File: config.mk
export PLATFORM = sky130hd
export DESIGN_NAME = okpipe_in_dispatch
export DESIGN_NICKNAME = d
export VERILOG_FILES = /design/src/rtl/okpipe_dispatch_pkg.sv /design/src/rtl/okpipe_sync_fifo.sv /design/src/rtl/okpipe_in_dispatch.sv
export SDC_FILE = /design/constraint.sdc
export NUM_CORES = 1
export LEC_CHECK = 0
export ABC_AREA = 1
export BUFFER_PORTS_ARGS = -buffer_cell sky130_fd_sc_hd__buf_2
export CORE_MARGIN = 2
export CORE_UTILIZATION = 35
export CTS_BUF_LIST = sky130_fd_sc_hd__clkbuf_4 sky130_fd_sc_hd__clkbuf_8
export CTS_CLUSTER_SIZE = 30
export DETAILED_ROUTE_END_ITERATION = 10
export PLACE_DENSITY_LB_ADDON = 0.12
export SLEW_MARGIN = 20
export SYNTH_ARGS = -nofsm -noshare
export SYNTH_HDL_FRONTEND = slang
export SYNTH_SLANG_ARGS = --single-unit
File: constraint.sdc
create_clock -name ti_clk -period 6.7 [get_ports ti_clk]
set_clock_uncertainty 0.15 [all_clocks]
set_input_delay 0.67 -clock ti_clk [delete_from_list [all_inputs] [get_ports ti_clk]]
set_output_delay 0.67 -clock ti_clk [all_outputs]
set_load 0.01 [all_outputs]
File: src/rtl/okpipe_dispatch_pkg.sv
// Shared types and header field positions for the input-pipe dispatcher.
//   state_e        : dispatcher FSM state
//   HDR_CH_L/H     : channel field of a header word
//   HDR_LEN_L/H    : payload length field of a header word
package okpipe_dispatch_pkg;

  typedef enum logic [1:0] {
    S_HDR  = 2'd0,
    S_PAY  = 2'd1,
    S_DROP = 2'd2
  } state_e;

  localparam int HDR_CH_L  = 16;
  localparam int HDR_CH_H  = 23;
  localparam int HDR_LEN_L = 0;
  localparam int HDR_LEN_H = 15;

endpackage

File: src/rtl/okpipe_sync_fifo.sv
// First-word-fall-through synchronous FIFO.
//   clk, rst_n   : clock, synchronous active-low reset (pointers/count only)
//   wr_en/wr_data: push request; accepted when not full, or full with a pop this cycle
//   rd_en        : pop request; ignored while empty
//   rd_data      : current head word, valid whenever !empty
//   empty/full   : occupancy flags
//   free_count   : DEPTH - occupancy
module okpipe_sync_fifo #(
  parameter int DEPTH = 16,
  parameter int W     = 32,
  localparam int AW   = $clog2(DEPTH)
) (
  input  logic          clk,
  input  logic          rst_n,
  input  logic          wr_en,
  input  logic [W-1:0]  wr_data,
  input  logic          rd_en,
  output logic [W-1:0]  rd_data,
  output logic          empty,
  output logic          full,
  output logic [AW:0]   free_count
);

  logic [W-1:0]  mem_q [DEPTH];
  logic [AW-1:0] wr_ptr_q, wr_ptr_d;
  logic [AW-1:0] rd_ptr_q, rd_ptr_d;
  logic [AW:0]   count_q, count_d;
  logic          do_wr, do_rd;

  assign empty      = (count_q == '0);
  assign full       = (count_q == (AW+1)'(DEPTH));
  assign free_count = (AW+1)'(DEPTH) - count_q;
  assign rd_data    = mem_q[rd_ptr_q];

  always_comb begin
    do_rd    = rd_en && !empty;
    // a full buffer still takes a word if the head leaves this cycle
    do_wr    = wr_en && (!full || do_rd);
    // DEPTH is a power of two, so pointers wrap by natural overflow
    wr_ptr_d = wr_ptr_q + AW'(do_wr);
    rd_ptr_d = rd_ptr_q + AW'(do_rd);
    count_d  = count_q + (AW+1)'(do_wr) - (AW+1)'(do_rd);
  end

  always_ff @(posedge clk) begin
    if (!rst_n) begin
      wr_ptr_q <= '0;
      rd_ptr_q <= '0;
      count_q  <= '0;
    end else begin
      wr_ptr_q <= wr_ptr_d;
      rd_ptr_q <= rd_ptr_d;
      count_q  <= count_d;
    end
  end

  always_ff @(posedge clk) begin
    if (do_wr) mem_q[wr_ptr_q] <= wr_data;
  end

endmodule

File: src/rtl/okpipe_in_dispatch.sv
// Input-pipe dispatcher: buffers pipe words and routes framed packets
// (header + LEN payload words) to one of N_CH valid/ready consumers.
//   ti_clk, ti_reset_n      : clock, synchronous active-low reset
//   pipe_write, pipe_data   : word strobe / data from the pipe endpoint
//   pipe_ready              : registered, buffer free >= READY_THRESH
//   ch_valid/ch_ready       : per-channel handshake (ch_valid one-hot)
//   ch_data, ch_last        : shared payload word, final-word marker
//   busy                    : packet in progress or buffer not empty
//   err_bad_ch, err_overflow: sticky errors, cleared by err_clear
module okpipe_in_dispatch
  import okpipe_dispatch_pkg::*;
#(
  parameter int N_CH         = 4,
  parameter int FIFO_DEPTH   = 16,
  parameter int READY_THRESH = 8
) (
  input  logic            ti_clk,
  input  logic            ti_reset_n,
  input  logic            pipe_write,
  input  logic [31:0]     pipe_data,
  output logic            pipe_ready,
  output logic [N_CH-1:0] ch_valid,
  input  logic [N_CH-1:0] ch_ready,
  output logic [31:0]     ch_data,
  output logic            ch_last,
  output logic            busy,
  output logic            err_bad_ch,
  output logic            err_overflow,
  input  logic            err_clear
);

  localparam int         AW     = $clog2(FIFO_DEPTH);
  localparam int         CW     = (N_CH > 1) ? $clog2(N_CH) : 1;
  localparam logic [7:0] N_CH_B = 8'(N_CH);

  logic [31:0]   head;
  logic          empty, full, pop, wr_acc, bad_set, ovf_set;
  logic [AW:0]   free_count, free_nxt;
  logic [7:0]    hdr_ch;
  logic [15:0]   hdr_len;

  state_e        state_q, state_d;
  logic [15:0]   rem_q, rem_d;
  logic [CW-1:0] sel_q, sel_d;
  logic          bad_q, bad_d;
  logic          ovf_q, ovf_d;
  logic          prdy_q, prdy_d;

  okpipe_sync_fifo #(.DEPTH(FIFO_DEPTH), .W(32)) u_fifo (
    .clk        (ti_clk),
    .rst_n      (ti_reset_n),
    .wr_en      (pipe_write),
    .wr_data    (pipe_data),
    .rd_en      (pop),
    .rd_data    (head),
    .empty      (empty),
    .full       (full),
    .free_count (free_count)
  );

  assign hdr_ch  = head[HDR_CH_H:HDR_CH_L];
  assign hdr_len = head[HDR_LEN_H:HDR_LEN_L];

  // head only moves on a transfer, so valid is held until accepted
  for (genvar i = 0; i < N_CH; i++) begin : g_ch
    assign ch_valid[i] = (state_q == S_PAY) && !empty && (sel_q == CW'(i));
  end

  assign ch_data      = (|ch_valid) ? head : '0;
  assign ch_last      = (|ch_valid) && (rem_q == 16'd1);
  assign busy         = (state_q != S_HDR) || !empty;
  assign pipe_ready   = prdy_q;
  assign err_bad_ch   = bad_q;
  assign err_overflow = ovf_q;

  always_comb begin
    state_d = state_q;
    rem_d   = rem_q;
    sel_d   = sel_q;
    pop     = 1'b0;
    bad_set = 1'b0;
    unique case (state_q)
      S_HDR: begin
        if (!empty) begin
          pop   = 1'b1;
          rem_d = hdr_len;
          sel_d = hdr_ch[CW-1:0];
          // zero-length packets carry nothing, so the channel is not checked
          if (hdr_len == 16'd0) begin
            state_d = S_HDR;
          end else if (hdr_ch < N_CH_B) begin
            state_d = S_PAY;
          end else begin
            bad_set = 1'b1;
            state_d = S_DROP;
          end
        end
      end
      S_PAY: begin
        if (|(ch_valid & ch_ready)) begin
          pop   = 1'b1;
          rem_d = rem_q - 16'd1;
          if (rem_q == 16'd1) state_d = S_HDR;
        end
      end
      S_DROP: begin
        if (!empty) begin
          pop   = 1'b1;
          rem_d = rem_q - 16'd1;
          if (rem_q == 16'd1) state_d = S_HDR;
        end
      end
      default: state_d = S_HDR;
    endcase

    ovf_set  = pipe_write && full && !pop;
    wr_acc   = pipe_write && (!full || pop);
    free_nxt = free_count - (AW+1)'(wr_acc) + (AW+1)'(pop);
    prdy_d   = (free_nxt >= (AW+1)'(READY_THRESH));
    // a new error in the same cycle as err_clear keeps the flag set
    bad_d    = bad_set | (bad_q & ~err_clear);
    ovf_d    = ovf_set | (ovf_q & ~err_clear);
  end

  always_ff @(posedge ti_clk) begin
    if (!ti_reset_n) begin
      state_q <= S_HDR;
      rem_q   <= '0;
      sel_q   <= '0;
      bad_q   <= 1'b0;
      ovf_q   <= 1'b0;
      prdy_q  <= 1'b1;
    end else begin
      state_q <= state_d;
      rem_q   <= rem_d;
      sel_q   <= sel_d;
      bad_q   <= bad_d;
      ovf_q   <= ovf_d;
      prdy_q  <= prdy_d;
    end
  end

endmodule

==> results.tsv, run 1 <==
metric	value	unit
io_buffers	80	
clk_pin_slew	0.06	ns
die-width	261	um
worstPathArrival	4.08	ns
grt_max_degree	132	
required	5.88	ns
slew_violations	0	
synth_area_leaders	edfxtp_1 67%, nand2_1 8.0%, nand3_1 3.9%	
synth_seq_area_share	69.8	%
drc_errors	0	
hpwlAfterDp	38.7	mm
synth-main-ff-cell	edfxtp_1	
power	10.1	mW
syn_to_final_growth	14.4	%
fin_util	40.3	%
drtIter0Drc	1339	
syn_area	23100	um^2
nets	2215	
slew_headroom	28.9	%
antenna_left	0	
yosysMostFrequentCell	edfxtp_1	
worst_setup_path_end_kind	primary output	
post-route-min-period	4.90	ns
rrSetupSlack	2.54	ns
io_pins	81	
tightest_slew	1.07	ns
postCtsHoldBufs	0	
cts_tree	yes	
ys_seq_elements	548	
clock_latency	0.68	ns
r2r-end	u_fifo.mem_q[13][27]$_DFFE_PP_	
setup_viol	0	
cts_sinks	548	
max_cap_viol_count	0	
seqCellArea	16100	um^2
synthesis.instances	2061	
core_area	65500	um^2
vias	15636	
fillerInstances	6342	
gp_congestion	0.770	
grt_pass1_vias	15530	
outcome	complete, no violations	
syn_nets	2123	
synth_cell_type_count	42	
drive_gt1_share	13.7	%
yosysTopAreaCell	edfxtp_1	
synth-edff-count	512	
endpoint	ch_data[15]	
cts_setup_buffers	0	
clock_path_buffers	3	
async_flop_share	0	%
die-area	68000	um^2
drt_wl_total	66.9	mm
antenna_found_initial	3	
root_buffer	clkbuf_8	
worst_ir_drop_vdd	0.000210	V
max_freq	204	MHz
grt.overflow.total	0	
cts_resized	0	
crit_start	u_fifo.rd_ptr_q[0]$_SDFF_PN0_	
vias_per_cell	5.05	
start_util	35.2	%
synthTopCellsByCount	512 x edfxtp_1, 489 x nand2_1, 215 x nor2_1	
worst-setup-path-type	flip-flop to primary output	
cp-start-kind	flip-flop	
rsz0062_at_grt	no	
drtPass1Iterations	5	
wire_per_inst	21.6	um
ys_warn_count	0	
p_leak	9.91	nW
grt_pass1_wl	100	mm
cp_max_fo	79	
track_usage	19.8	%
rows	94	
postSynthAreaPerCell	11.2	um^2
hp-class	input pin to flip-flop	
htree_levels	3	
tns	0	ns
multi_input_area	6000	um^2
hold_viol	0	
reg2reg_depth	14	
synth_top_cell_area_share	66.6	%
p_per_area	381	nW/um^2
cts_buffers	95	
r2r-start	u_fifo.count_q[2]$_SDFF_PN0_	
min_period_over_period	73.2	%
chipHeight	261	um
## per-stage QoR
step / hold slack, ns / area, um^2 / instances / setup WS (ns)
6_report: 0.109 / 26400 / 3094 / 1.80
5_1_grt: 0.0845 / 26400 / 3093 / 1.55
4_1_cts: 0.0403 / 26400 / 3092 / 1.71
3_5_place_dp: 0.313 / 24500 / 2920 / 2.45
3_3_place_gp: 0.303 / 24300 / 2913 / 2.45
2_1_floorplan: 0.300 / 23100 / 2061 / 2.98
## report_power, final
part	leakage (nW)	switching (mW)	internal [mW]
clock network	1.01	1.37	1.66
registers	4.92	0.192	3.90
logic	3.98	2.05	0.875
total	9.91	3.62	6.44
## registers in the layout, summed over array words and instances (netlist names)
signal / flops
u_fifo.count_q: 5
u_fifo.wr_ptr_q: 4
err_overflow: 1
u_fifo.rd_ptr_q: 4
err_bad_ch: 1
sel_q: 2
state_q: 2
rem_q: 16
pipe_ready: 1
u_fifo.mem_q: 512
## logic make-up after synthesis
| logic type | count (synthesis) | share of synthesized area [%] |
|---|---|---|
| fa+ha+maj | 22 | 1.26 |
| buf+inv | 259 | 4.75 |
| compound gates | 321 | 8.08 |
| simple gates | 905 | 15.9 |
| xor+xnor | 6 | 0.228 |
| flops | 548 | 69.8 |
## metal layers
metal | vias to the layer above | track usage [%] | wire, um
li1 | 7370 | - | -
met4 | 0 | 5.65 | 1120
met5 | - | 0 | 0
met3 | 84 | 2.88 | 3350
met1 | 7802 | 27.3 | 30400
met2 | 380 | 32.6 | 32100
## worst max-delay path, stage by stage, from the launching register on
cell     delay [ns]
dfxtp_4        0.78
buf_4          0.80
buf_4          0.65
nor2_1         0.13
nor2_1         0.10
o21ai_0        0.09
nand3_1        0.10
nand3_1        0.17
a21oi_1        0.36
buf_2          0.20
## worst min path at each step
stage	depth (start not counted)	slack [ns]	to	startpoint
after floorplan	2	0.30	rem_q[13]$_SDFFE_PN0P_	rem_q[13]$_SDFFE_PN0P_
after global placement	2	0.30	err_bad_ch$_SDFF_PN0_	err_bad_ch$_SDFF_PN0_
after detailed placement	2	0.31	err_overflow$_SDFF_PN0_	err_overflow$_SDFF_PN0_
after CTS	4	0.04	err_bad_ch$_SDFF_PN0_	err_clear
after global routing	3	0.08	err_overflow$_SDFF_PN0_	pipe_write
final	4	0.11	err_bad_ch$_SDFF_PN0_	err_clear
## layout make-up
cell class                      count  area share (%)
Tap cell                          864            4.10
Clock inverter                     33           0.811
Sequential cell                   548            61.0
Clock buffer                      139            6.28
Inverter                          142            2.06
Timing Repair Buffer              112            2.98
Antenna cell                        2          0.0190
Multi-Input combinational cell   1254            22.7
## layout by cell type (no fill, tap or decap), types with 12 or more instances in the layout
| cell type | synthesis | layout |
|---|---|---|
| nand2_1 | 489 | 488 |
| dfxtp_1 | 36 | 32 |
| inv_1 | 134 | 133 |
| clkinv_1 | 3 | 20 |
| buf_2 | 44 | 80 |
| nand3_1 | 180 | 180 |
| o21ai_1 | 14 | 14 |
| o21ai_0 | 120 | 120 |
| nor2_4 | 0 | 16 |
| a21oi_1 | 100 | 100 |
| ha_1 | 20 | 20 |
| clkbuf_8 | 0 | 98 |
| edfxtp_1 | 512 | 512 |
| buf_4 | 4 | 24 |
| a211oi_1 | 12 | 12 |
| clkbuf_4 | 0 | 41 |
| o211ai_1 | 26 | 26 |
| nor2_1 | 215 | 199 |
Power figures use the tool's default switching activity.
==> run 2, diff against run 1 <==
Clock period 6.7 ns to 4.55 ns, I/O delays scaled along.
==> results.tsv, run 2 (synthesis results as in run 1) <==
metric	value	unit
start_util	35.2	%
cts_tree	yes	
place_area	24600	um^2
min_period_over_period	84.5	%
die-width	261	um
syn_to_final_growth	16.1	%
hold_depth	1	
met3_length	3.22	mm
required	3.94	ns
antenna_left	0	
io_buffers	80	
p_per_area	558	nW/um^2
drive_gt1_share	14.2	%
met1_length	30.2	mm
max_flop_register	u_fifo.mem_q	
antenna_found_initial	2	
slew_headroom	34.6	%
wl_met2	30.4	mm
core_area	65500	um^2
htree_levels	3	
worst-setup-path-type	flip-flop to primary output	
outcome	complete, no violations	
slew_violations	0	
hpwlAfterDp	36.8	mm
cts_sinks	548	
vias_per_cell	5.01	
reg_top3	u_fifo.mem_q: 512 flops, rem_q: 16 flops, u_fifo.count_q: 5 flops	
drtIter0Drc	1222	
grt.overflow.total	0	
vias	15724	
cts_buffers	97	
rrSetupSlack	0.88	ns
tns	0	ns
post-route-min-period	3.84	ns
grt_pass1_vias	15339	
nets	2258	
drc_errors	0	
worst_setup_path_end_kind	primary output	
clock_path_buffers	3	
die-area	68000	um^2
fillerInstances	6291	
cp-start-kind	flip-flop	
rows	94	
cts_resized	0	
gp_congestion	0.783	
worstPathArrival	3.24	ns
most-common-layout-cells	512 x edfxtp_1, 488 x nand2_1, 199 x nor2_1	
top_layer	met5	
largest_reg_flops	512	
drtPass1Iterations	7	
seqCellArea	16100	um^2
hold_viol	0	
root_buffer	clkbuf_8	
cp_max_fo	79	
hp-class	input pin to flip-flop	
final_common_cell	edfxtp_1	
worst_ir_drop_vdd	0.000347	V
max_cap_viol_count	0	
drt_wl_total	65.1	mm
reg2reg_depth	14	
io_pins	81	
grt_pass1_wl	97.8	mm
tightest_slew	0.981	ns
track_usage	19.3	%
p_leak	10.1	nW
postLayoutCellArea	26800	um^2
setup_viol	0	
wire_per_inst	20.7	um
max_freq	260	MHz
clock_latency	0.69	ns
cts_setup_buffers	0	
chipHeight	261	um
grt_max_degree	166	
rsz0062_at_grt	no	
clk_pin_slew	0.07	ns
multi_input_area	6000	um^2
-- run 2: cell count changes in the layout (fill, tap and decap cells not counted), sizes merged --
cell and change:
clkinv +10, buf +14, inv -4, diode -1, dlygate4sd3 +27, clkbuf -1
clkinvlp +1
-- run 2: where the power goes --
| group | total, mW | internal [mW] | switching (mW) |
|---|---|---|---|
| Sequential | 5.89 | 5.74 | 0.153 |
| Clock | 4.50 | 2.48 | 2.02 |
| Combinational | 4.57 | 1.38 | 3.19 |
| Total | 15.0 | 9.60 | 5.36 |
-- run 2: cell type report --
class / count / share of cell area (%)
flip-flops and latches: 548 / 60.1
multi-input cells: 1254 / 22.4
clock buffers: 138 / 6.25
repair buffers: 153 / 4.31
well taps: 864 / 4.03
inverters: 142 / 2.03
clock inverters: 40 / 0.864
diodes: 1 / 0.00934
-- run 2: per-stage QoR --
stage | power [mW] | worst slack (ns) | cells | hold slack, ns | util, %
finish | 15.0 | 0.705 | 3140 | 0.0559 | 40.9
floorplan | 9.09 | 0.826 | 2061 | 0.300 | -
CTS | 15.2 | 0.593 | 3139 | 0.00576 | 40.9
global placement | 10.6 | 0.985 | 2934 | 0.304 | 37.6
detailed placement | 10.6 | 0.907 | 2934 | 0.307 | 37.6
global route | 15.9 | 0.454 | 3140 | 0.0433 | 40.9
-- run 2: path summary, 6_finish.rpt --
| path | startpoint | endpoint |
|---|---|---|
| worst max-delay path | u_fifo.rd_ptr_q[0]$_SDFF_PN0_ | ch_data[31] |
| worst min-delay path | pipe_data[15] | u_fifo.mem_q[9][15]$_DFFE_PP_ |
| worst max register to register | u_fifo.count_q[2]$_SDFF_PN0_ | u_fifo.mem_q[1][4]$_DFFE_PP_ |
| worst min register to register | err_bad_ch$_SDFF_PN0_ | err_bad_ch$_SDFF_PN0_ |
-- run 2: what timing repair did --
| action | CTS | global route |
|---|---|---|
| hold endpoints to repair | 348 | 0 |
| hold buffers | 27 | 0 |
| setup endpoints to repair | 0 | 0 |
-- run 2: critical path, stage by stage, from the launching register on --
cell and delay [ns]:
dfxtp_4 0.58, buf_4 0.72, a21oi_1 0.15, a32o_1 0.24, nand2_1 0.05, o21ai_0 0.08
a211oi_1 0.45, buf_2 0.22
-- run 2: metal layers --
layer | track usage (%) | up-vias
met4 | 5.84 | 2
met3 | 3.17 | 91
met1 | 26.9 | 7758
met5 | 0 | -
li1 | - | 7463
met2 | 31.1 | 410
